$ cat src/rtl/pit_program_ctrl.sv
// pit_program_ctrl: sequences one command into i8253 bus writes (mode word, then LSB and/or MSB
// count) with fixed setup/strobe/hold/recovery timing. Optional build macro PC_INIT_EN runs two
// built-in commands after reset (counter 0 mode 3 /65536, counter 1 mode 2 /18) before REQ.
module pit_program_ctrl #(
    parameter int unsigned SETUP_CYC = 2,
    parameter int unsigned WR_CYC    = 4,
    parameter int unsigned HOLD_CYC  = 1,
    parameter int unsigned GAP_CYC   = 8
) (
    input  logic        CLK,
    input  logic        RESET_,
    input  logic        REQ,
    input  logic [1:0]  CNT_SEL,
    input  logic [1:0]  RW,
    input  logic [2:0]  MODE,
    input  logic        BCD,
    input  logic [15:0] COUNT,
    output logic        ACK,
    output logic        ERR,
    output logic        BUSY,
    output logic [1:0]  A,
    output logic        CS_,
    output logic        WR_,
    output logic        RD_,
    output logic [7:0]  D_OUT,
    output logic        D_OE
);

    typedef enum logic [2:0] {StIdle, StSetup, StStrobe, StHold, StGap} state_t;
    typedef enum logic [1:0] {PhMode, PhLsb, PhMsb} phase_t;

    state_t      r_state, w_state_nx;
    phase_t      r_phase, w_phase_nx, w_next_ph;
    logic [7:0]  r_cnt, w_cnt_nx;
    logic [1:0]  r_sel, w_sel_nx;
    logic [1:0]  r_rw, w_rw_nx;
    logic [2:0]  r_mode, w_mode_nx;
    logic        r_bcd, w_bcd_nx;
    logic [15:0] r_count, w_count_nx;
    logic        r_ack, w_ack_nx;
    logic        r_err, w_err_nx;
    logic        w_more;
    logic        w_blk;

`ifdef PC_INIT_EN
    logic        r_boot;
    logic [1:0]  r_init, w_init_nx;   // 0: none, 1: first built-in running, 2: second running
    logic        r_hold, w_hold_nx;   // blocks REQ in the first idle cycle after the built-ins
    assign w_blk = r_ack | r_err | r_hold;
`else
    assign w_blk = r_ack | r_err;
`endif

    // Decide whether another write follows the current phase, and which one.
    always_comb begin
        w_more    = 1'b0;
        w_next_ph = PhMode;
        case (r_phase)
            PhMode: begin
                if (r_rw[0]) begin
                    w_more    = 1'b1;
                    w_next_ph = PhLsb;
                end else if (r_rw[1]) begin
                    w_more    = 1'b1;
                    w_next_ph = PhMsb;
                end
            end
            PhLsb: begin
                if (r_rw[1]) begin
                    w_more    = 1'b1;
                    w_next_ph = PhMsb;
                end
            end
            default: ;
        endcase
    end

    // Next-state logic: command acceptance, timing counters and phase sequencing.
    always_comb begin
        w_state_nx = r_state;
        w_phase_nx = r_phase;
        w_cnt_nx   = r_cnt;
        w_sel_nx   = r_sel;
        w_rw_nx    = r_rw;
        w_mode_nx  = r_mode;
        w_bcd_nx   = r_bcd;
        w_count_nx = r_count;
        w_ack_nx   = 1'b0;
        w_err_nx   = 1'b0;
`ifdef PC_INIT_EN
        w_init_nx  = r_init;
        w_hold_nx  = 1'b0;
`endif
        case (r_state)
            StIdle: begin
`ifdef PC_INIT_EN
                if (r_boot) begin
                    w_sel_nx   = 2'd0;
                    w_rw_nx    = 2'd3;
                    w_mode_nx  = 3'd3;
                    w_bcd_nx   = 1'b0;
                    w_count_nx = 16'h0000;
                    w_init_nx  = 2'd1;
                    w_phase_nx = PhMode;
                    w_cnt_nx   = 8'(SETUP_CYC - 1);
                    w_state_nx = StSetup;
                end else
`endif
                if (REQ && !w_blk) begin
                    if (CNT_SEL == 2'd3) begin
                        w_err_nx = 1'b1;
                    end else begin
                        w_sel_nx   = CNT_SEL;
                        w_rw_nx    = RW;
                        w_mode_nx  = MODE;
                        w_bcd_nx   = BCD;
                        w_count_nx = COUNT;
                        w_phase_nx = PhMode;
                        w_cnt_nx   = 8'(SETUP_CYC - 1);
                        w_state_nx = StSetup;
                    end
                end
            end
            StSetup: begin
                if (r_cnt == 8'd0) begin
                    w_cnt_nx   = 8'(WR_CYC - 1);
                    w_state_nx = StStrobe;
                end else begin
                    w_cnt_nx = r_cnt - 8'd1;
                end
            end
            StStrobe: begin
                if (r_cnt == 8'd0) begin
                    w_cnt_nx   = 8'(HOLD_CYC - 1);
                    w_state_nx = StHold;
                end else begin
                    w_cnt_nx = r_cnt - 8'd1;
                end
            end
            StHold: begin
                if (r_cnt != 8'd0) begin
                    w_cnt_nx = r_cnt - 8'd1;
                end else if (w_more) begin
                    w_phase_nx = w_next_ph;
                    if (GAP_CYC > 0) begin
                        w_cnt_nx   = 8'(GAP_CYC - 1);
                        w_state_nx = StGap;
                    end else begin
                        w_cnt_nx   = 8'(SETUP_CYC - 1);
                        w_state_nx = StSetup;
                    end
`ifdef PC_INIT_EN
                end else if (r_init == 2'd1) begin
                    // Chain straight into the second built-in command.
                    w_sel_nx   = 2'd1;
                    w_rw_nx    = 2'd1;
                    w_mode_nx  = 3'd2;
                    w_bcd_nx   = 1'b0;
                    w_count_nx = 16'h0012;
                    w_init_nx  = 2'd2;
                    w_phase_nx = PhMode;
                    if (GAP_CYC > 0) begin
                        w_cnt_nx   = 8'(GAP_CYC - 1);
                        w_state_nx = StGap;
                    end else begin
                        w_cnt_nx   = 8'(SETUP_CYC - 1);
                        w_state_nx = StSetup;
                    end
                end else if (r_init == 2'd2) begin
                    w_init_nx  = 2'd0;
                    w_hold_nx  = 1'b1;
                    w_state_nx = StIdle;
`endif
                end else begin
                    w_ack_nx   = 1'b1;
                    w_state_nx = StIdle;
                end
            end
            StGap: begin
                if (r_cnt == 8'd0) begin
                    w_cnt_nx   = 8'(SETUP_CYC - 1);
                    w_state_nx = StSetup;
                end else begin
                    w_cnt_nx = r_cnt - 8'd1;
                end
            end
            default: w_state_nx = StIdle;
        endcase
    end

    // State and latched-command registers with synchronous active-low reset.
    always_ff @(posedge CLK) begin
        if (!RESET_) begin
            r_state <= StIdle;
            r_phase <= PhMode;
            r_cnt   <= 8'd0;
            r_sel   <= 2'd0;
            r_rw    <= 2'd0;
            r_mode  <= 3'd0;
            r_bcd   <= 1'b0;
            r_count <= 16'd0;
            r_ack   <= 1'b0;
            r_err   <= 1'b0;
`ifdef PC_INIT_EN
            r_boot  <= 1'b1;
            r_init  <= 2'd0;
            r_hold  <= 1'b0;
`endif
        end else begin
            r_state <= w_state_nx;
            r_phase <= w_phase_nx;
            r_cnt   <= w_cnt_nx;
            r_sel   <= w_sel_nx;
            r_rw    <= w_rw_nx;
            r_mode  <= w_mode_nx;
            r_bcd   <= w_bcd_nx;
            r_count <= w_count_nx;
            r_ack   <= w_ack_nx;
            r_err   <= w_err_nx;
`ifdef PC_INIT_EN
            r_boot  <= 1'b0;
            r_init  <= w_init_nx;
            r_hold  <= w_hold_nx;
`endif
        end
    end

    // Bus pin decode from the current state and write phase.
    always_comb begin
        CS_   = 1'b1;
        WR_   = 1'b1;
        RD_   = 1'b1;
        A     = 2'd0;
        D_OUT = 8'd0;
        D_OE  = 1'b0;
        if (r_state == StSetup || r_state == StStrobe || r_state == StHold) begin
            CS_  = 1'b0;
            D_OE = 1'b1;
            WR_  = (r_state != StStrobe);
            case (r_phase)
                PhLsb: begin
                    A     = r_sel;
                    D_OUT = r_count[7:0];
                end
                PhMsb: begin
                    A     = r_sel;
                    D_OUT = r_count[15:8];
                end
                default: begin
                    A     = 2'd3;
                    D_OUT = {r_sel, r_rw, r_mode, r_bcd};
                end
            endcase
        end
        ACK  = r_ack;
        ERR  = r_err;
        BUSY = (r_state != StIdle) || r_ack;
    end

endmodule

$ cat config.mk
export PLATFORM = sky130hd
export DESIGN_NAME = pit_program_ctrl
export DESIGN_NICKNAME = d
export VERILOG_FILES = /design/src/rtl/pit_program_ctrl.sv
export SDC_FILE = /design/constraint.sdc
export NUM_CORES = 1
export LEC_CHECK = 0
export BUFFER_PORTS_ARGS = -buffer_cell sky130_fd_sc_hd__buf_2
export CAP_MARGIN = 0
export CORE_MARGIN = 5
export CORE_UTILIZATION = 49
export CTS_CLUSTER_DIAMETER = 40
export DETAILED_ROUTE_END_ITERATION = 6
export HOLD_SLACK_MARGIN = 0.08
export PLACE_DENSITY = 0.8
export SETUP_SLACK_MARGIN = 0.2
export SYNTH_ARGS = -nofsm -noshare
export SYNTH_HDL_FRONTEND = slang
export SYNTH_SLANG_ARGS = --single-unit
$ cat constraint.sdc
create_clock -name CLK -period 2 [get_ports CLK]
set_input_delay 0.1 -clock CLK [delete_from_list [all_inputs] [get_ports CLK]]
set_output_delay 0.1 -clock CLK [all_outputs]
set_load 0.1 [all_outputs]
* Word-level counts from Yosys, hierarchy flattened
Index checks and enable logic that the tools add are counted.
Word-level totals: register bits after elaboration 39, input port bits 27, output and inout port bits 17, logic and storage cells 86
Operators by class: add/subtract/negate cells 1, eq/ne operators 16, muxes and demuxes 36, bitwise gates (word level) 4, reduce and logical (&&, ||, !) cells 19
Operators by type and width (count):
- $mux 8 | 8
- $pmux 8 s5 | 1
- $mux 3 | 7
- $mux 2 | 8
- $pmux 8 s2 | 1
- $pmux 3 s5 | 1
- $ne 2x2->1 const B | 7
- $logic_not 8->1 | 1
- $pmux 2 s2 | 2
- $reduce_bool 8->1 | 1
- $sub 8x1->8 const B | 1
- $mux 1 | 7
- $eq 3x2->1 const B | 2
- $reduce_and 3->1 | 2
- $reduce_and 6->1 | 1
- $reduce_and 5->1 | 1
- $reduce_bool 5->1 | 1
- $eq 2x2->1 const B | 2
- $reduce_and 4->1 | 1
- $eq 3x1->1 const B | 1
- $eq 3x3->1 const B | 1
- $logic_not 3->1 | 1
- $logic_or 1x1->1 | 3
- $ne 3x2->1 const B | 1
- other kinds (12) | 14

* Logic depth before layout (Yosys ltp)
depth in word-level cells 6, depth in mapped cells 7, gate-level depth less buffers 6

* Worst setup path after synthesis
Ideal clock, no wire load.
kind flip-flop to output port, start point register r_state[0], end point output port D_OUT[1], data arrival time 3809 ps, data required time 1900 ps, setup slack -1909 ps, cell stages (with the launch flop) 5, path buffers 2, path through dfxtp_1 > clkbuf_1 > o21bai_1 > clkbuf_1 > a211oi_1
On the way: longest elaborated chain between the ends 4, elaborated cells on any way between the ends 6, classes of those cells 3 x eq/ne; 1 x mux; 2 x reduce/logical
RTL lines:
- from (decl) | line 32 | state_t r_state, w_state_nx;
- from (signal assigned) | line 194 | r_state <= StIdle;
- from (signal assigned) | line 210 | r_state <= w_state_nx;
- $eq 3x1->1 or $eq 3x2->1 (tied branches) | line 236 | if (r_state == StSetup || r_state == StStrobe || r_state == StHold) begin
- $logic_or 1x1->1 | line 236
- $logic_or 1x1->1 (*) | line 236
- $mux 8 (*) | line 236
- to (decl) | line 25 | output logic [7:0] D_OUT,
Mark *: on every way between the ends. The rest lies on a longest branch, timed or not.

* Final worst setup path
start point register r_cnt[1], end point register r_cnt[1]
On the way: longest elaborated chain between the ends 3, elaborated cells on any way between the ends 10, classes of those cells 1 x add/sub; 1 x eq/ne; 5 x mux; 3 x reduce/logical
RTL lines:
- from (decl) | line 34 | logic [7:0] r_cnt, w_cnt_nx;
- from (signal assigned) | line 212 | r_cnt <= w_cnt_nx;
- $sub 8x1->8, or another cell as far along
- $mux 8, or another cell as far along | line 180 | if (r_cnt == 8'd0) begin
- $pmux 8 s5 or $reduce_and 4->1 (tied branches)
Several ways; a longest one is shown, not always the timed one. A chain may end at the register's enable or synchronous reset.

==> flow_summary_export.csv <==
group,metric,value,unit
status,outcome,"completed",
cts,clkLatencyLatePin,0.30,ns
critical_path,cp_max_fo,2,
critical_path,crit_path_start_kind,"flop",
logic_synthesis,synth_xor_area_frac,0.01251,
critical_path,worstPathRequired,2.18,ns
placement,dp_slack,0.06516,ns
floorplan,core_area,4086,sq um
routing,drc_errors,0,
global_route,grt_pass1_wl,11450,um
timing,rsz0062_at_grt,"yes",
critical_path,path_class,"flop to flop",
cts,cts_buffer_depth,2,
floorplan,chipWidth,75.46,um
layout,syn_to_final_growth,60.91,%
logic_synthesis,synth_compound_area_frac,0.2402,
logic_synthesis,synth-async-reset-ratio,0,
critical_path,rr_endpoint,"r_cnt[1]",
critical_path,cp.arrival,2.14,ns
critical_path,worstSetupStartpoint,"r_cnt[1]",
pwr,p_total,5.252,mW
global_route,grt_busiest_layer,"met2",
logic_synthesis,yosysWarnings,0,
critical_path,timing.rr.start,"r_cnt[1]",
timing,fmax,509.8,MHz
global_route,gr-total-overflow,0,
hold_path,hold_path_class,"input pin to flop",
hold_path,hold_depth,2,
logic_synthesis,syn_inst,272,
global_route,grt_pass1_vias,2324,
placement,dp_hpwl,4101,um
floorplan,start_util,0.5138,
routing,dr_total_vias,2521,
timing,period_needed,1.961,ns
critical_path,reg2reg_slack,0.04,ns
timing,tns,0,ns
floorplan,ios,44,
critical_path,crit_path_end_kind,"flop",
job,maxCapViolCount,0,
global_route,grt_max_degree,30,
cts,path_clk_slew,0.08,ns
routing,dr.pass1.iters,5,
logic_synthesis,seq_area_frac_synth,0.3719,
layout,final_common_cell,"nand2_1",
logic_synthesis,muxShareOfSynthArea,0.01430,
logic_synthesis,synth-edff-count,0,
placement,gp_congestion,0.8934,
timing,period_share,0.9807,
critical_path,reg2regPathDepth,7,
cts,cts_made_buffers,5,
logic_synthesis,synth_seq_cells,39,
global_route,met3_usage,0.04090,
routing,drtAntennaViolNets,0,
timing,slew_violations,0,
layout,fillers,206,
pwr,p_leak,1.300,nW
pwr,ir_drop,1059,uV
layout,final_cell_mix,"66 x nand2_1, 32 x dfxtp_1, 31 x buf_2",
layout,antennaDiodeCount,0,
pwr,power_density,1555,nW/um^2
critical_path,crit_end,"r_cnt[1]",
timing,setup_ws,0.03859,ns
global_route,globalRouteTotalUtil,0.2666,
placement,place_area,2714,sq um
cts,htreeDepth,2,
routing,vias_per_cell,6.089,
cts,cts_tree,"built",
timing,hold_violations,0,
logic_synthesis,syn_nets,304,
routing,drt_wl_total,8268,um
floorplan,die_h,75.46,um
logic_synthesis,avgSynthCellArea,7.719,sq um
logic_synthesis,synth_ff_type,"dfxtp_1",
timing,finalClockSkew,0.005396,ns
layout,postLayoutCoreUtil,0.8267,
cts,cts_root_buf,"clkbuf_8",
routing,detail_route.wl_per_cell,19.97,um
global_route,met2_usage,0.4535,
placement,placement.io_buffers,42,
layout,final_area,3378,sq um
logic_synthesis,synthSimpleGateAreaFrac,0.2753,
layout,drive_gt1_frac,0.3764,
routing,drt_iter0_markers,357,
logic_synthesis,synth_top_family_by_area,"simple AND/OR/NAND/NOR gates",
timing,setup_viol,0,
logic_synthesis,synth_cell_types,50,
logic_synthesis,netlist_area,2100,sq um
layout,fin_nets,395,
global_route,met1_usage,0.3344,
global_route,antenna_found_initial,0,
logic_synthesis,synthAdderAreaFrac,0.02980,
cts,cts.sinks,39,
floorplan,rows,23,
floorplan,die-area,5693,sq um
-- worst max-delay path: stages, from the launching register on --
cell       delay [ns]
dfxtp_4          0.36
inv_4            0.07
ha_4             0.13
buf_4            0.10
nor4b_4          0.24
a2111oi_1        0.14
a41o_1           0.25
or4_1            0.53
-- worst min path at each step --
stage	start	to	slack [ns]
floorplan	BCD	r_bcd	0.24
global placement	MODE[0]	r_mode[0]	0.34
detailed placement	COUNT[12]	r_count[12]	0.35
CTS	RESET_	r_cnt[0]	0.16
global route	RESET_	r_state[0]	0.18
finish	RESET_	r_state[0]	0.18
-- what timing repair did --
action	CTS	global route
buffers inserted	11	9
hold endpoints to repair	24	0
endpoints found under the setup margin	16	22
gates resized for setup	21	24
pin swaps	7	12
hold buffers	24	0
-- where the power goes --
| group | total [mW] | switching [mW] | leakage, nW | internal, mW |
|---|---|---|---|---|
| Combinational | 3.54 | 2.24 | 0.937 | 1.30 |
| Clock | 0.567 | 0.317 | 0.0408 | 0.250 |
| Sequential | 1.15 | 0.199 | 0.322 | 0.948 |
-- per-stage QoR --
stage / instances / hold slack, ns
global route: 414 / 0.1834
detailed placement: 362 / 0.3472
CTS: 405 / 0.1633
global placement: 362 / 0.3407
finish: 414 / 0.1797
floorplan: 272 / 0.2360
-- flip-flops by register name, indices dropped and copies added, names as in the netlist --
signal and flops:
ACK 1, ERR 1, r_bcd 1, r_cnt 8
r_count 16, r_mode 3, r_phase 2, r_rw 2
r_sel 2, r_state 3
-- cell families after synthesis --
group           after synthesis
simple gates                120
compound gates               74
flops                        39
buf+inv                      27
fa+ha+maj                     5
xor+xnor                      3
mux                           3
other cells                   1
-- synth_stat cells, drive strengths merged (4+ instances only) --
| cell type | instances | area (sq um) |
|---|---|---|
| buf | 5 | 31.28 |
| a211oi | 10 | 75.07 |
| nand3 | 4 | 20.02 |
| nor3 | 7 | 35.03 |
| nor2 | 19 | 71.32 |
| a21oi | 29 | 145.1 |
| clkbuf | 14 | 52.55 |
| a22oi | 8 | 60.06 |
| ha | 5 | 62.56 |
| o21ai | 5 | 25.02 |
| inv | 8 | 30.03 |
| o22ai | 5 | 31.28 |
| nand2 | 66 | 247.7 |
| dfxtp | 39 | 780.8 |
| nand2b | 4 | 25.02 |
-- routing by layer --
metal	up-vias	wire length [um]
met3	42	720
met4	0	397
li1	1124	-
met2	189	3985
met1	1166	3165
met5	-	0
-- final cells by class --
class | count | area [sq um] | share of cell area
clock buffer | 5 | 68.82 | 0.02037
clock inverter | 3 | 23.77 | 0.007037
tap | 50 | 62.56 | 0.01852
timing repair buffer | 103 | 914.6 | 0.2707
sequential | 39 | 797.0 | 0.2359
multi-input combinational | 206 | 1474 | 0.4363
inverter | 8 | 37.54 | 0.01111
(Power assumes the default switching activity.)
